$ cat src/rtl/register_scoreboard.sv
// Register scoreboard: tracks pending GPR/FPR/EFLAGS writes and gates issue on RAW/WAW hazards and in-flight limit.
// Optional SCOREBOARD_WB_BYPASS_EN lets a same-cycle writeback resolve hazards before issue is evaluated.
module register_scoreboard #(
  parameter int NUM_GPR      = 16,
  parameter int NUM_FPR      = 16,
  parameter int IDX_W        = 4,
  parameter int MAX_INFLIGHT = 4
) (
  input  logic               clk,
  input  logic               rstn,
  input  logic               flush,
  input  logic               iss_valid,
  output logic               iss_ready,
  input  logic               from_gd,
  input  logic               from_fd,
  input  logic               to_gd,
  input  logic               to_fd,
  input  logic               from_gs,
  input  logic               from_fs,
  input  logic               from_gt,
  input  logic               from_ft,
  input  logic               from_ef,
  input  logic               to_ef,
  input  logic [IDX_W-1:0]   d,
  input  logic [IDX_W-1:0]   s,
  input  logic [IDX_W-1:0]   t,
  input  logic               wb_valid,
  input  logic               wb_gd,
  input  logic               wb_fd,
  input  logic               wb_ef,
  input  logic [IDX_W-1:0]   wb_idx,
  output logic [NUM_GPR-1:0] gpr_busy,
  output logic [NUM_FPR-1:0] fpr_busy,
  output logic               ef_busy,
  output logic [2:0]         inflight
);

  logic [NUM_GPR-1:0] gpr_busy_q, gpr_busy_d, gpr_view, gpr_set, gpr_clr;
  logic [NUM_FPR-1:0] fpr_busy_q, fpr_busy_d, fpr_view, fpr_set, fpr_clr;
  logic [NUM_GPR-1:0] g_sel_d, g_sel_s, g_sel_t, g_sel_wb;
  logic [NUM_FPR-1:0] f_sel_d, f_sel_s, f_sel_t, f_sel_wb;
  logic               ef_busy_q, ef_busy_d, ef_view;
  logic [2:0]         inflight_q, inflight_d, inflight_view;
  logic               raw, waw, writer, accept, wb_dec, inc;

  // One-hot decode; indices beyond the register count decode to zero, so they never hit a busy bit.
  function automatic logic [NUM_GPR-1:0] dec_g(input logic [IDX_W-1:0] idx);
    logic [NUM_GPR-1:0] r;
    r = '0;
    for (int i = 0; i < NUM_GPR; i++) if (int'(idx) == i) r[i] = 1'b1;
    return r;
  endfunction

  function automatic logic [NUM_FPR-1:0] dec_f(input logic [IDX_W-1:0] idx);
    logic [NUM_FPR-1:0] r;
    r = '0;
    for (int i = 0; i < NUM_FPR; i++) if (int'(idx) == i) r[i] = 1'b1;
    return r;
  endfunction

  assign g_sel_d  = dec_g(d);
  assign g_sel_s  = dec_g(s);
  assign g_sel_t  = dec_g(t);
  assign g_sel_wb = dec_g(wb_idx);
  assign f_sel_d  = dec_f(d);
  assign f_sel_s  = dec_f(s);
  assign f_sel_t  = dec_f(t);
  assign f_sel_wb = dec_f(wb_idx);

  assign gpr_clr = g_sel_wb & {NUM_GPR{wb_valid & wb_gd}};
  assign fpr_clr = f_sel_wb & {NUM_FPR{wb_valid & wb_fd}};
  assign wb_dec  = wb_valid & (inflight_q != 3'd0);

`ifdef SCOREBOARD_WB_BYPASS_EN
  assign gpr_view      = gpr_busy_q & ~gpr_clr;
  assign fpr_view      = fpr_busy_q & ~fpr_clr;
  assign ef_view       = ef_busy_q & ~(wb_valid & wb_ef);
  assign inflight_view = inflight_q - {2'b00, wb_dec};
`else
  assign gpr_view      = gpr_busy_q;
  assign fpr_view      = fpr_busy_q;
  assign ef_view       = ef_busy_q;
  assign inflight_view = inflight_q;
`endif

  assign raw = (from_gd & |(gpr_view & g_sel_d)) | (from_fd & |(fpr_view & f_sel_d))
             | (from_gs & |(gpr_view & g_sel_s)) | (from_fs & |(fpr_view & f_sel_s))
             | (from_gt & |(gpr_view & g_sel_t)) | (from_ft & |(fpr_view & f_sel_t))
             | (from_ef & ef_view);
  assign waw = (to_gd & |(gpr_view & g_sel_d)) | (to_fd & |(fpr_view & f_sel_d))
             | (to_ef & ef_view);

  assign writer    = to_gd | to_fd | to_ef;
  assign iss_ready = rstn & ~flush & ~raw & ~waw
                   & ~(writer & (inflight_view == 3'(MAX_INFLIGHT)));
  assign accept    = iss_valid & iss_ready;
  assign inc       = accept & writer;

  assign gpr_set = g_sel_d & {NUM_GPR{accept & to_gd}};
  assign fpr_set = f_sel_d & {NUM_FPR{accept & to_fd}};

  // Set is applied after clear so a same-cycle issue keeps its bit.
  always_comb begin
    gpr_busy_d = (gpr_busy_q & ~gpr_clr) | gpr_set;
    fpr_busy_d = (fpr_busy_q & ~fpr_clr) | fpr_set;
    ef_busy_d  = (ef_busy_q & ~(wb_valid & wb_ef)) | (accept & to_ef);
    inflight_d = inflight_q + {2'b00, inc} - {2'b00, wb_dec};
    if (flush) begin
      gpr_busy_d = '0;
      fpr_busy_d = '0;
      ef_busy_d  = 1'b0;
      inflight_d = 3'd0;
    end
  end

  always_ff @(posedge clk or negedge rstn) begin
    if (!rstn) begin
      gpr_busy_q <= '0;
      fpr_busy_q <= '0;
      ef_busy_q  <= 1'b0;
      inflight_q <= 3'd0;
    end else begin
      gpr_busy_q <= gpr_busy_d;
      fpr_busy_q <= fpr_busy_d;
      ef_busy_q  <= ef_busy_d;
      inflight_q <= inflight_d;
    end
  end

  assign gpr_busy = gpr_busy_q;
  assign fpr_busy = fpr_busy_q;
  assign ef_busy  = ef_busy_q;
  assign inflight = inflight_q;

endmodule
$ cat config.mk
export PLATFORM = sky130hd
export DESIGN_NAME = register_scoreboard
export DESIGN_NICKNAME = d
export VERILOG_FILES = /design/src/rtl/register_scoreboard.sv
export SDC_FILE = /design/constraint.sdc
export NUM_CORES = 1
export LEC_CHECK = 0
export ABC_CLOCK_PERIOD_IN_PS = 3400
export BUFFER_PORTS_ARGS = -buffer_cell sky130_fd_sc_hd__buf_2
export CORE_MARGIN = 2
export CORE_UTILIZATION = 49
export DETAILED_ROUTE_END_ITERATION = 10
export PLACE_DENSITY = 0.85
export SLEW_MARGIN = 25
export SYNTH_ARGS = -nofsm -noshare
export SYNTH_HDL_FRONTEND = slang
export SYNTH_SLANG_ARGS = --single-unit
$ cat constraint.sdc
create_clock -name clk -period 3.4 [get_ports clk]
set_input_delay 0 -clock clk [delete_from_list [all_inputs] [get_ports clk]]
set_output_delay 0 -clock clk [all_outputs]
set_load 0.01 [all_outputs]
==> summary.txt, run 1 <==
Clock tree
  – CTS Buf Count: 5
  – Max clock buf depth: 2
  – TritonCTS clock tree: yes
  – Root Buffer: clkbuf_8
  – H-tree depth: 2
  – Worst skew pair latency: 0.29 ns
  – CTS sink count: 36
  – Reg clk slew, reported paths: 0.08 ns

Timing
  – Max-slew violations: 0
  – Highest clock rate: 0.3111 GHz
  – Least-Margin Pin Slew: 0.4781 ns
  – Hold WS: 0.01998 ns
  – Final setup skew: 0.009177 ns
  – Final Cycle Share: 94.55%
  – Minimum clock period after layout: 3.215 ns
  – Setup slack after layout: 0.1852 ns
  – Slew margin rel.: 67.72%
  – Final setup viols: 0
  – Final Hold Viols: 0

Drt
  – Via-per-instance ratio: 7.066
  – 1st-pass router iterations: 5
  – Drc violations: 0
  – 1st-iter DRT viols: 320
  – Via Count: 3448
  – Detailed-route wire length: 10.99 mm
  – Drt wl/cell: 22.53 µm
  – Routed Antenna Nets: 0

Synth
  – Total number of yosys warnings: 0
  – Register bit count reported by yosys: 36
  – Syn Nets: 387
  – Cell variety after synth: 71
  – Post-synth ARST share: 100.0%
  – Netlist Area Pre-Place: 3010 µm²
  – Cells after synthesis: 350
  – Main flop type after synthesis: dfrtp_1
  – Seq/Total Area, Yosys: 29.93%
  – EDFF count, synth: 0
  – Average cell area after synthesis: 8.601 µm²

Global routing
  – First-pass GRT wire length: 16.92 mm
  – Largest net degree at the start of global routing: 37
  – Gr ovfl total: 0
  – Vias in the first global route: 3098
  – Global Route Usage Sum: 33.73%
  – Initial antenna violation count: 0

Worst setup path
  – Setup crit end kind: flip-flop
  – Setup CP Type: reg2reg
  – Critical path cell sequence: mux2_4, a2111oi_4, a311o_2, o2111ai_2, a211oi_4, and3_4, nand3_1, ha_1, inv_1, ha_1, inv_1, fa_1, xnor2_1, nor2_1
  – Crit-path leading delay family: compound AO/OA/AOI/OAI gates
  – Slowest CP cell: dfrtp_2
  – Crit path DAT: 3.39 ns
  – Crit path required time: 3.57 ns
  – CP bufs+invs: 2
  – CP max stage delay: 0.44 ns
  – Startpoint types: flip-flop
  – Critical Path Fanout Max: 5

Flow run
  – Max_cap viols: 0

Power
  – Cell Pwr Density: 310.1 nW/µm²
  – Combinational fraction of design power: 27.7%
  – Leak: 1.510 nW
  – Net Sw Frac: 32.95%
  – Int Power: 0.7336 mW
  – Reg power frac: 43.4%
  – P_sw: 0.3605 mW
  – Clock Power Share: 28.9%
  – Worst vdd ir: 0.2281 mV

Floorplan
  – Die width: 82.38 µm
  – Chip height: 82.38 µm
  – Core Footprint: 5921 µm²
  – Starting Density: 50.85%
  – FP Rows: 28
  – IO Pins: 71
  – Die ar.: 6786 µm²

Placement
  – DP Wirelength: 7.950 mm
  – Port bufs: 70
  – Post-Place Setup Slack: 0.1677 ns
  – Post-Place Cells: 476
  – Cell area after placement: 3385 µm²
  – Final GP Congestion: 1.022

Run status
  – Status: finished, final reports clean

Finish
  – Finished Layout Cells: 488
  – Final Instance Area: 3528 µm²
  – Fraction of layout cells with a size suffix above 1: 26.39%
  – Area Overhead vs Synth: 17.21%
  – Antenna cells: 0
  – Post-layout net count: 449

Worst hold path
  – Worst Hold Class: in2reg
[per-layer routing]
layer  part of all wire (%)  vias up  global-route usage, %
li1                       -     1488                      -
met4                    4.9        0                  14.00
met3                     12       62                  6.739
met1                     39     1623                  46.80
met2                     44      275                  51.29
met5                      0        -                      0
[state kept, by name, summed over array words and instances (netlist names)]
signal    cells
ef_busy       1
fpr_busy     16
gpr_busy     16
inflight      3
[placed cells by master, fill, tap and decap left out, drive strengths merged, types with 4 or more instances in the layout]
cell type | synthesis | layout
nor2 | 13 | 13
mux2i | 12 | 12
a21oi | 6 | 6
nor3b | 4 | 4
and3 | 10 | 10
buf | 19 | 83
dfrtp | 36 | 36
nor3 | 4 | 4
a31oi | 10 | 10
nand3 | 25 | 25
nand3b | 6 | 6
mux2 | 4 | 4
clkbuf | 11 | 8
o21ai | 25 | 25
nor2b | 15 | 15
o311ai | 6 | 6
nand2b | 10 | 10
nand2 | 29 | 29
o31ai | 12 | 12
inv | 8 | 8
nand4 | 6 | 6
o211ai | 20 | 20
[repair_timing]
item                       CTS  global route
gates resized for setup      0             3
hold buffers                 2             0
hold endpoints to repair    39             0
setup buffers                0             2
setup endpoints to repair    0             1
[kinds of logic (layout without fill, tap and decap cells)]
| logic type | after synthesis | after routing | share of synthesized area (%) |
|---|---|---|---|
| muxes | 17 | 17 | 6.359 |
| xor gates and xnor gates | 2 | 2 | 0.5820 |
| and+or+nand+nor | 140 | 140 | 27.02 |
| adders and majority gates | 3 | 3 | 1.496 |
| buffers and inverters | 39 | 102 | 6.193 |
| AOI/OAI and AO/OA | 113 | 113 | 28.43 |
| DFF | 36 | 36 | 29.93 |
[layout make-up]
cell class / instances / area (µm²)
Multi-Input combinational cell: 275 / 1941
Fill cell: 532 / 2392
Inverter: 9 / 33.78
Clock buffer: 8 / 90.09
Timing Repair Buffer: 85 / 467.9
Sequential cell: 36 / 902.1
Tap cell: 75 / 93.84
[power by group through the flow]
stage	logic, mW	clock network (mW)	registers, mW
final	0.304	0.316	0.475
after global routing	0.341	0.333	0.478
after CTS	0.298	0.314	0.473
after detailed placement	0.294	0	0.482
after global placement	0.288	0	0.480
after floorplan	0.188	0	0.485
[stage by stage]
| stage | utilization [%] | TNS, ns | power (mW) |
|---|---|---|---|
| 3_5_place_dp | 57.16 | 0 | 0.7758 |
| 5_1_grt | 59.59 | -0.02175 | 1.152 |
| 4_1_cts | 59.02 | 0 | 1.086 |
| 3_3_place_gp | 57.16 | 0 | 0.7676 |
| 6_report | 59.59 | 0 | 1.094 |
| 2_1_floorplan | - | 0 | 0.6726 |
[final timing paths]
path	startpoint	end	slack, ns	cells after the start
max in group asynchronous	rstn	fpr_busy[12]	2.74	3
worst max-delay path	fpr_busy[12]	inflight[2]	0.19	14
worst max register to register	fpr_busy[12]	inflight[2]	0.19	14
min in group asynchronous	rstn	gpr_busy[9]	0.32	3
worst min register to register	fpr_busy[12]	fpr_busy[12]	0.65	2
worst min-delay path	to_ef	ef_busy	0.02	2
[cells in the mapped netlist (all sizes together) (11+ instances only)]
cell type	n	area share [%]
nor2	13	1.6
clkbuf	11	1.4
o31ai	12	3.6
o21ai	25	4.2
nor2b	15	3.1
mux2i	12	4.0
nand3	25	4.2
o211ai	20	5.0
dfrtp	36	30
nand2	29	3.6
buf	19	3.7
[worst register-to-register path, stage by stage, from the launching register on]
cell,delay (ns)
dfrtp_2,0.44
mux2_4,0.28
a2111oi_4,0.34
a311o_2,0.16
o2111ai_2,0.14
a211oi_4,0.28
and3_4,0.24
nand3_1,0.10
ha_1,0.30
inv_1,0.06
ha_1,0.12
inv_1,0.05
fa_1,0.40
xnor2_1,0.14
nor2_1,0.05
No activity file was read; power rests on OpenSTA's default activity.
==> run 2, diff against run 1 <==
==> constraint.sdc (replaced) <==
create_clock -name clk -period 3.4 [get_ports clk]
set_input_delay 0.17 -clock clk [delete_from_list [all_inputs] [get_ports clk]]
set_output_delay 0.17 -clock clk [all_outputs]
set_load 0.01 [all_outputs]
==> run 2 against run 1 <==
  * Worst setup slack worse by 0.032 ns
  * Non-clock buffer count is 9 higher
  * Sequential power hardly changed
  * Critical endpoint unchanged
  * Sequential share of layout area is 0.39 points lower
==> summary.txt, run 2 (same netlist as run 1, synthesis figures left out) <==
Timing
  – Setup slack after layout: 0.1530 ns (-0.03213 ns)
  – Least-Margin Pin Slew: 0.4761 ns (-0.002003 ns)
  – Final setup skew: 0.006818 ns (-0.002359 ns)
  – RSZ-0062 raised after global routing: false
  – Final setup viols: 0 (unchanged)
  – Highest clock rate: 0.3080 GHz (-0.99%)
  – Max-slew violations: 0 (unchanged)
  – Final Hold Viols: 0 (unchanged)
  – Minimum clock period after layout: 3.247 ns (+0.03213 ns)
  – Setup TNS: 0 ns (unchanged)
  – Hold WS: 0.08083 ns (+0.06085 ns)
  – Final Cycle Share: 95.50% (+0.95 points)
  – Slew margin rel.: 67.85% (+0.14 points)

Power
  – Leak: 1.553 nW (+2.8%)
  – Net Sw Frac: 34.17% (+1.2 points)
  – Worst vdd ir: 0.2732 mV (+20%)
  – Reg power frac: 43.7% (+0.3 points)
  – Final Total Pwr: 1.086 mW (-0.77%)
  – Int Power: 0.7147 mW (-2.6%)
  – Combinational fraction of design power: 29.2% (+1.5 points)
  – Clock Power Share: 27.1% (-1.8 points)
  – Cell Pwr Density: 303.4 nW/µm² (-2.2%)
  – P_sw: 0.3710 mW (+2.9%)

Worst hold path
  – Hold Path Cell Cnt: 2 (unchanged)
  – Worst Hold Class: in2reg
  – Hold path start: flush
  – WHS Endpoint: inflight[1]

Finish
  – Fillers: 522 (-1.9%)
  – Post-layout util: 60.44% (+0.85 points)
  – Fraction of layout cells with a size suffix above 1: 28.27% (+1.9 points)
  – Finished Layout Cells: 496 (+1.6%)
  – Commonest non-fill, non-tap cell in the layout: buf_2
  – Final Instance Area: 3578 µm² (+1.4%)
  – Post-layout net count: 458 (+2.0%)
  – Antenna cells: 0 (unchanged)
  – Most frequent cells in the layout: 70 x buf_2, 36 x dfrtp_1, 29 x nand2_1, 25 x nand3_1, 23 x buf_4
  – Area Overhead vs Synth: 18.87%

Worst setup path
  – Crit-path leading delay family: compound AO/OA/AOI/OAI gates
  – Reg2Reg Launch Point: gpr_busy[0]
  – Critical Path Fanout Max: 5 (unchanged)
  – Critical path cell sequence: nor3b_1, a311oi_1, a311oi_1, o41a_1, a21oi_4, and3_4, nand3_1, ha_1, inv_1, ha_1, inv_1, fa_1, xnor2_1, nor2_1
  – R2R cell count: 14 (unchanged)
  – Slowest CP cell: dfrtp_1
  – Setup CP Type: reg2reg
  – R2R Setup Slk: 0.15 ns (-0.03 ns)
  – Crit path DAT: 3.43 ns (+0.04 ns)
  – Crit path required time: 3.58 ns (about the same)
  – Setup crit end kind: flip-flop
  – CP bufs+invs: 2 (unchanged)
  – Reg2Reg Capture Point: inflight[2]
  – CP max stage delay: 0.46 ns (+0.02 ns)
  – Startpoint types: flip-flop

Floorplan
  – Core Footprint: 5921 µm² (unchanged)
  – Die ar.: 6786 µm² (unchanged)
  – Chip height: 82.38 µm (unchanged)
  – IO Pins: 71 (unchanged)
  – Die width: 82.38 µm (unchanged)
  – FP Rows: 28 (unchanged)
  – Starting Density: 50.85% (unchanged)

Clock tree
  – Root Buffer: clkbuf_8
  – Reg clk slew, reported paths: 0.07 ns (about the same)
  – CTS Buf Count: 5 (unchanged)
  – Max clock buf depth: 2 (unchanged)
  – H-tree depth: 2 (unchanged)
  – TritonCTS clock tree: yes
  – Worst skew pair latency: 0.29 ns (about the same)
  – CTS sink count: 36 (unchanged)

Global routing
  – Global Route Usage Sum: 33.49% (-0.25 points)
  – First-pass GRT wire length: 16.87 mm (-0.28%)
  – Vias in the first global route: 3148 (+1.6%)
  – Largest net degree at the start of global routing: 37 (unchanged)
  – Gr ovfl total: 0 (unchanged)
  – Initial antenna violation count: 0 (unchanged)

Drt
  – Via Count: 3426 (-0.64%)
  – Drc violations: 0 (unchanged)
  – Detailed-route wire length: 10.89 mm (-0.93%)
  – Routed Antenna Nets: 0 (unchanged)
  – 1st-pass router iterations: 5 (unchanged)
  – 1st-iter DRT viols: 349 (+9.1%)
  – Via-per-instance ratio: 6.907 (-2.2%)
  – Drt wl/cell: 21.96 µm (-2.5%)

Run status
  – Status: finished, final reports clean

Flow run
  – Max_cap viols: 0 (unchanged)

Placement
  – DP Wirelength: 8.016 mm (+0.84%)
  – Post-Place Cells: 487 (+2.3%)
  – Post-Place Setup Slack: 0.01117 ns (-0.1565 ns)
  – Final GP Congestion: 1.065 (+4.2%)
  – Port bufs: 70 (unchanged)
  – Cell area after placement: 3467 µm² (+2.4%)
[run 2: final cells by class]
cell class / instances / area, µm² / share of cell area (%)
clock buffer: 5 / 68.82 / 1.923
clock inverter: 2 / 12.51 / 0.3497
inverter: 9 / 33.78 / 0.9441
multi-input combinational: 275 / 1936 / 54.09
sequential: 36 / 900.9 / 25.17
tap: 75 / 93.84 / 2.622
timing repair buffer: 94 / 533.0 / 14.90
[run 2: repair_timing]
| item | 4_1_cts | 5_1_grt |
|---|---|---|
| buffers inserted | 0 | 1 |
| setup endpoints to repair | 0 | 2 |
| endpoints found under the hold margin | 36 | 0 |
| resized for setup | 0 | 2 |
| hold buffers | 1 | 0 |
[run 2: worst max-delay path by stage]
| stage | cells past startpoint | slack [ns] | to | start |
|---|---|---|---|---|
| 6_report | 14 | 0.15 | inflight[2] | gpr_busy[0] |
| 2_1_floorplan | 14 | 0.11 | inflight[2] | fpr_busy[8] |
| 3_5_place_dp | 16 | 0.01 | inflight[2] | t[2] |
| 3_3_place_gp | 16 | 0.08 | inflight[2] | t[2] |
| 5_1_grt | 14 | 0.01 | inflight[2] | gpr_busy[10] |
| 4_1_cts | 14 | 0.04 | inflight[2] | fpr_busy[12] |
[run 2: per-layer routing]
metal / track usage, % / wire length (µm)
met3: 7.826 / 1313
met4: 13.17 / 427
met1: 44.34 / 4267
met5: 0 / 0
met2: 52.90 / 4883
[run 2: power groups by stage]
stage | logic, mW | registers (mW) | clock network, mW
global placement | 0.294 | 0.479 | 0
floorplan | 0.188 | 0.485 | 0
global route | 0.348 | 0.477 | 0.325
finish | 0.317 | 0.475 | 0.294
CTS | 0.310 | 0.473 | 0.301
detailed placement | 0.306 | 0.482 | 0
==> run 3, diff against run 2 <==
==> constraint.sdc (replaced) <==
create_clock -name clk -period 3.4 [get_ports clk]
set_input_delay 0.85 -clock clk [delete_from_list [all_inputs] [get_ports clk]]
set_output_delay 0.85 -clock clk [all_outputs]
set_load 0.1 [all_outputs]
==> run 3 against run 2 <==
  * The run now ends with setup timing left
  * Final cell count increased by 8.5%
  * Utilization increased by 9.0 points
  * Fmax decreased by 7.4%
  * Clock skew decreased by 0.00092 ns
  * Critical path type is now in2out
  * Critical endpoint is now iss_ready
==> summary.txt, run 3 (same netlist as run 1, synthesis figures left out) <==
Global routing
  – Met3 usage: 4.457% (-3.4 points)
  – Largest net degree at the start of global routing: 37 (unchanged)
  – Global Route met2 Usage: 53.06% (+0.16 points)
  – Met1 Use GR: 46.01% (+1.7 points)
  – First-pass GRT wire length: 16.76 mm (-0.65%)
  – Gr ovfl total: 0 (unchanged)
  – Vias in the first global route: 3302 (+4.9%)
  – Initial antenna violation count: 0 (unchanged)
  – GR peak layer: met2
  – Global Route Usage Sum: 33.82% (+0.33 points)

Worst setup path
  – Critical Path Fanout Max: 8 (+3)
  – End of the critical path: iss_ready
  – Crit path depth: 9 (-5)
  – Setup CP Type: in2out
  – Crit-path leading delay family: compound AO/OA/AOI/OAI gates
  – Crit path from: d[0]
  – Reg2Reg Capture Point: inflight[1]
  – Reg2Reg Launch Point: fpr_busy[3]
  – Setup crit end kind: primary output
  – CP bufs+invs: 3 (+1)
  – R2R cell count: 14 (unchanged)
  – Crit path required time: 2.55 ns (-1.03 ns)
  – CP max stage delay: 0.39 ns (-0.07 ns)
  – R2R Setup Slk: 0.24 ns (+0.09 ns)
  – Slowest CP cell: o32a_1
  – Crit path DAT: 2.66 ns (-0.77 ns)
  – Critical path cell sequence: buf_8, and4b_1, a31oi_1, o2111ai_1, o32a_1, a211oi_4, and3_4, buf_6, buf_12
  – Startpoint types: input port

Drt
  – Via-per-instance ratio: 6.587 (-4.6%)
  – Via Count: 3544 (+3.4%)
  – Drt wl/cell: 21.04 µm (-4.2%)
  – Routed Antenna Nets: 0 (unchanged)
  – Drc violations: 0 (unchanged)
  – Detailed-route wire length: 11.32 mm (+3.9%)
  – 1st-iter DRT viols: 325 (-6.9%)
  – 1st-pass router iterations: 5 (unchanged)

Timing
  – Max-slew violations: 0 (unchanged)
  – Hold WS: 0.6469 ns (+0.5660 ns)
  – Setup TNS: -0.1054 ns (-0.1054 ns)
  – Slew margin rel.: 67.30% (-0.56 points)
  – Final setup viols: 1 (+1)
  – Highest clock rate: 0.2853 GHz (-7.4%)
  – Final Hold Viols: 0 (unchanged)
  – Least-Margin Pin Slew: 0.4939 ns (+0.01777 ns)
  – Final setup skew: 0.005898 ns (-0.0009207 ns)
  – Final Cycle Share: 103.1% (+7.6 points)
  – Minimum clock period after layout: 3.505 ns (+0.2584 ns)
  – RSZ-0062 raised after global routing: true
  – Setup slack after layout: -0.1054 ns (-0.2584 ns)

Power
  – Int Power: 0.8096 mW (+13%)
  – Worst vdd ir: 0.3535 mV (+29%)
  – Cell Pwr Density: 326.7 nW/µm² (+7.7%)
  – Clock Power Share: 23.5% (-3.6 points)
  – Net Sw Frac: 39.75% (+5.6 points)
  – P_sw: 0.5341 mW (+44%)
  – Combinational fraction of design power: 41.1% (+12 points)
  – Leak: 1.801 nW (+16%)
  – Reg power frac: 35.4% (-8.3 points)

Floorplan
  – Die ar.: 6786 µm² (unchanged)
  – IO Pins: 71 (unchanged)
  – Chip height: 82.38 µm (unchanged)
  – Core Footprint: 5921 µm² (unchanged)
  – Starting Density: 50.85% (unchanged)
  – FP Rows: 28 (unchanged)
  – Die width: 82.38 µm (unchanged)

Finish
  – Commonest non-fill, non-tap cell in the layout: buf_2
  – Antenna cells: 0 (unchanged)
  – Fraction of layout cells with a size suffix above 1: 38.23% (+10 points)
  – Register area: 903.4 µm² (+0.28%)
  – Multi-input logic area: 2051 µm² (+5.9%)
  – Finished Layout Cells: 538 (+8.5%)
  – Most frequent cells in the layout: 62 x buf_2, 59 x buf_4, 34 x dfrtp_1, 29 x nand2_1, 24 x nand3_1
  – Fillers: 468 (-10%)
  – Post-layout net count: 499 (+9.0%)
  – Area Overhead vs Synth: 36.62%

Clock tree
  – Post-CTS Hold Fix Bufs: 0 (-1)
  – Max clock buf depth: 2 (unchanged)
  – H-tree depth: 2 (unchanged)
  – TritonCTS clock tree: yes
  – CTS Buf Count: 5 (unchanged)
  – Root Buffer: clkbuf_8
  – Worst skew pair latency: 0.30 ns (about the same)
  – CTS sink count: 36 (unchanged)
  – Reg clk slew, reported paths: 0.06 ns (about the same)

Placement
  – Port bufs: 70 (unchanged)
  – Final GP Congestion: 1.017 (-4.5%)
  – Post-Place Cells: 523 (+7.4%)
  – DP Wirelength: 8.470 mm (+5.7%)

Flow run
  – Max_cap viols: 0 (unchanged)

Run status
  – Failing checks: setup timing
  – Status: finished with violations

Worst hold path
  – Worst Hold Class: in2async
[run 3: worst reg2reg max path, delay by kind of cell (launching register included)]
family | cells | cell delay, ns
adder cells (fa/ha/maj) | 3 | 0.84
buffers and inverters | 3 | 0.20
flip-flops | 1 | 0.47
AO/OA/AOI/OAI | 4 | 0.99
AND/OR/NAND/NOR | 4 | 0.57
[run 3: cell type report]
cell class	instances	area share, %
clock buffers	8	2.190
inverters	9	0.8214
multi-input cells	275	49.86
flip-flops and latches	36	21.97
well taps	75	2.282
repair buffers	135	22.88
[run 3: worst min-delay path by stage]
| stage | startpoint | to | slack [ns] | cells past startpoint |
|---|---|---|---|---|
| after detailed placement | gpr_busy[11] | gpr_busy[11] | 0.62 | 2 |
| after CTS | gpr_busy[11] | gpr_busy[11] | 0.63 | 2 |
| final | rstn | inflight[0] | 0.65 | 2 |
| after global placement | gpr_busy[11] | gpr_busy[11] | 0.61 | 2 |
| after floorplan | rstn | ef_busy | 0.55 | 0 |
| after global routing | gpr_busy[6] | gpr_busy[6] | 0.67 | 2 |
[run 3: what timing repair did]
action,CTS,global route
resized for setup,14,17
setup buffers,3,4
endpoints found under the setup margin,3,3
pin swaps,8,13
gates cloned,0,0
[run 3: per-stage QoR]
| step | total power [mW] | area, µm² | setup WS, ns | utilization (%) |
|---|---|---|---|---|
| 2_1_floorplan | 0.8322 | 3084 | -0.3617 | - |
| 3_3_place_gp | 0.9806 | 3836 | -0.2200 | 64.79 |
| 3_5_place_dp | 0.9922 | 3836 | -0.3309 | 64.79 |
| 4_1_cts | 1.328 | 4011 | -0.1100 | 67.75 |
| 5_1_grt | 1.407 | 4113 | -0.1218 | 69.46 |
| 6_report | 1.344 | 4113 | -0.1054 | 69.46 |
[run 3: metal layers]
layer  up-vias  wire length [µm]  share of wire, %
li1       1580                 -                 -
met1      1692              4632                41
met2       224              5223                46
met3        48               999               8.8
met4         0               465               4.1
met5         -                 0                 0
[run 3: power groups by stage]
stage          combinational, mW  clock [mW]  sequential, mW
6_report                   0.552       0.316           0.476
5_1_grt                    0.588       0.338           0.480
4_1_cts                    0.535       0.317           0.475
3_5_place_dp               0.509           0           0.484
3_3_place_gp               0.499           0           0.482
2_1_floorplan              0.218           0           0.614
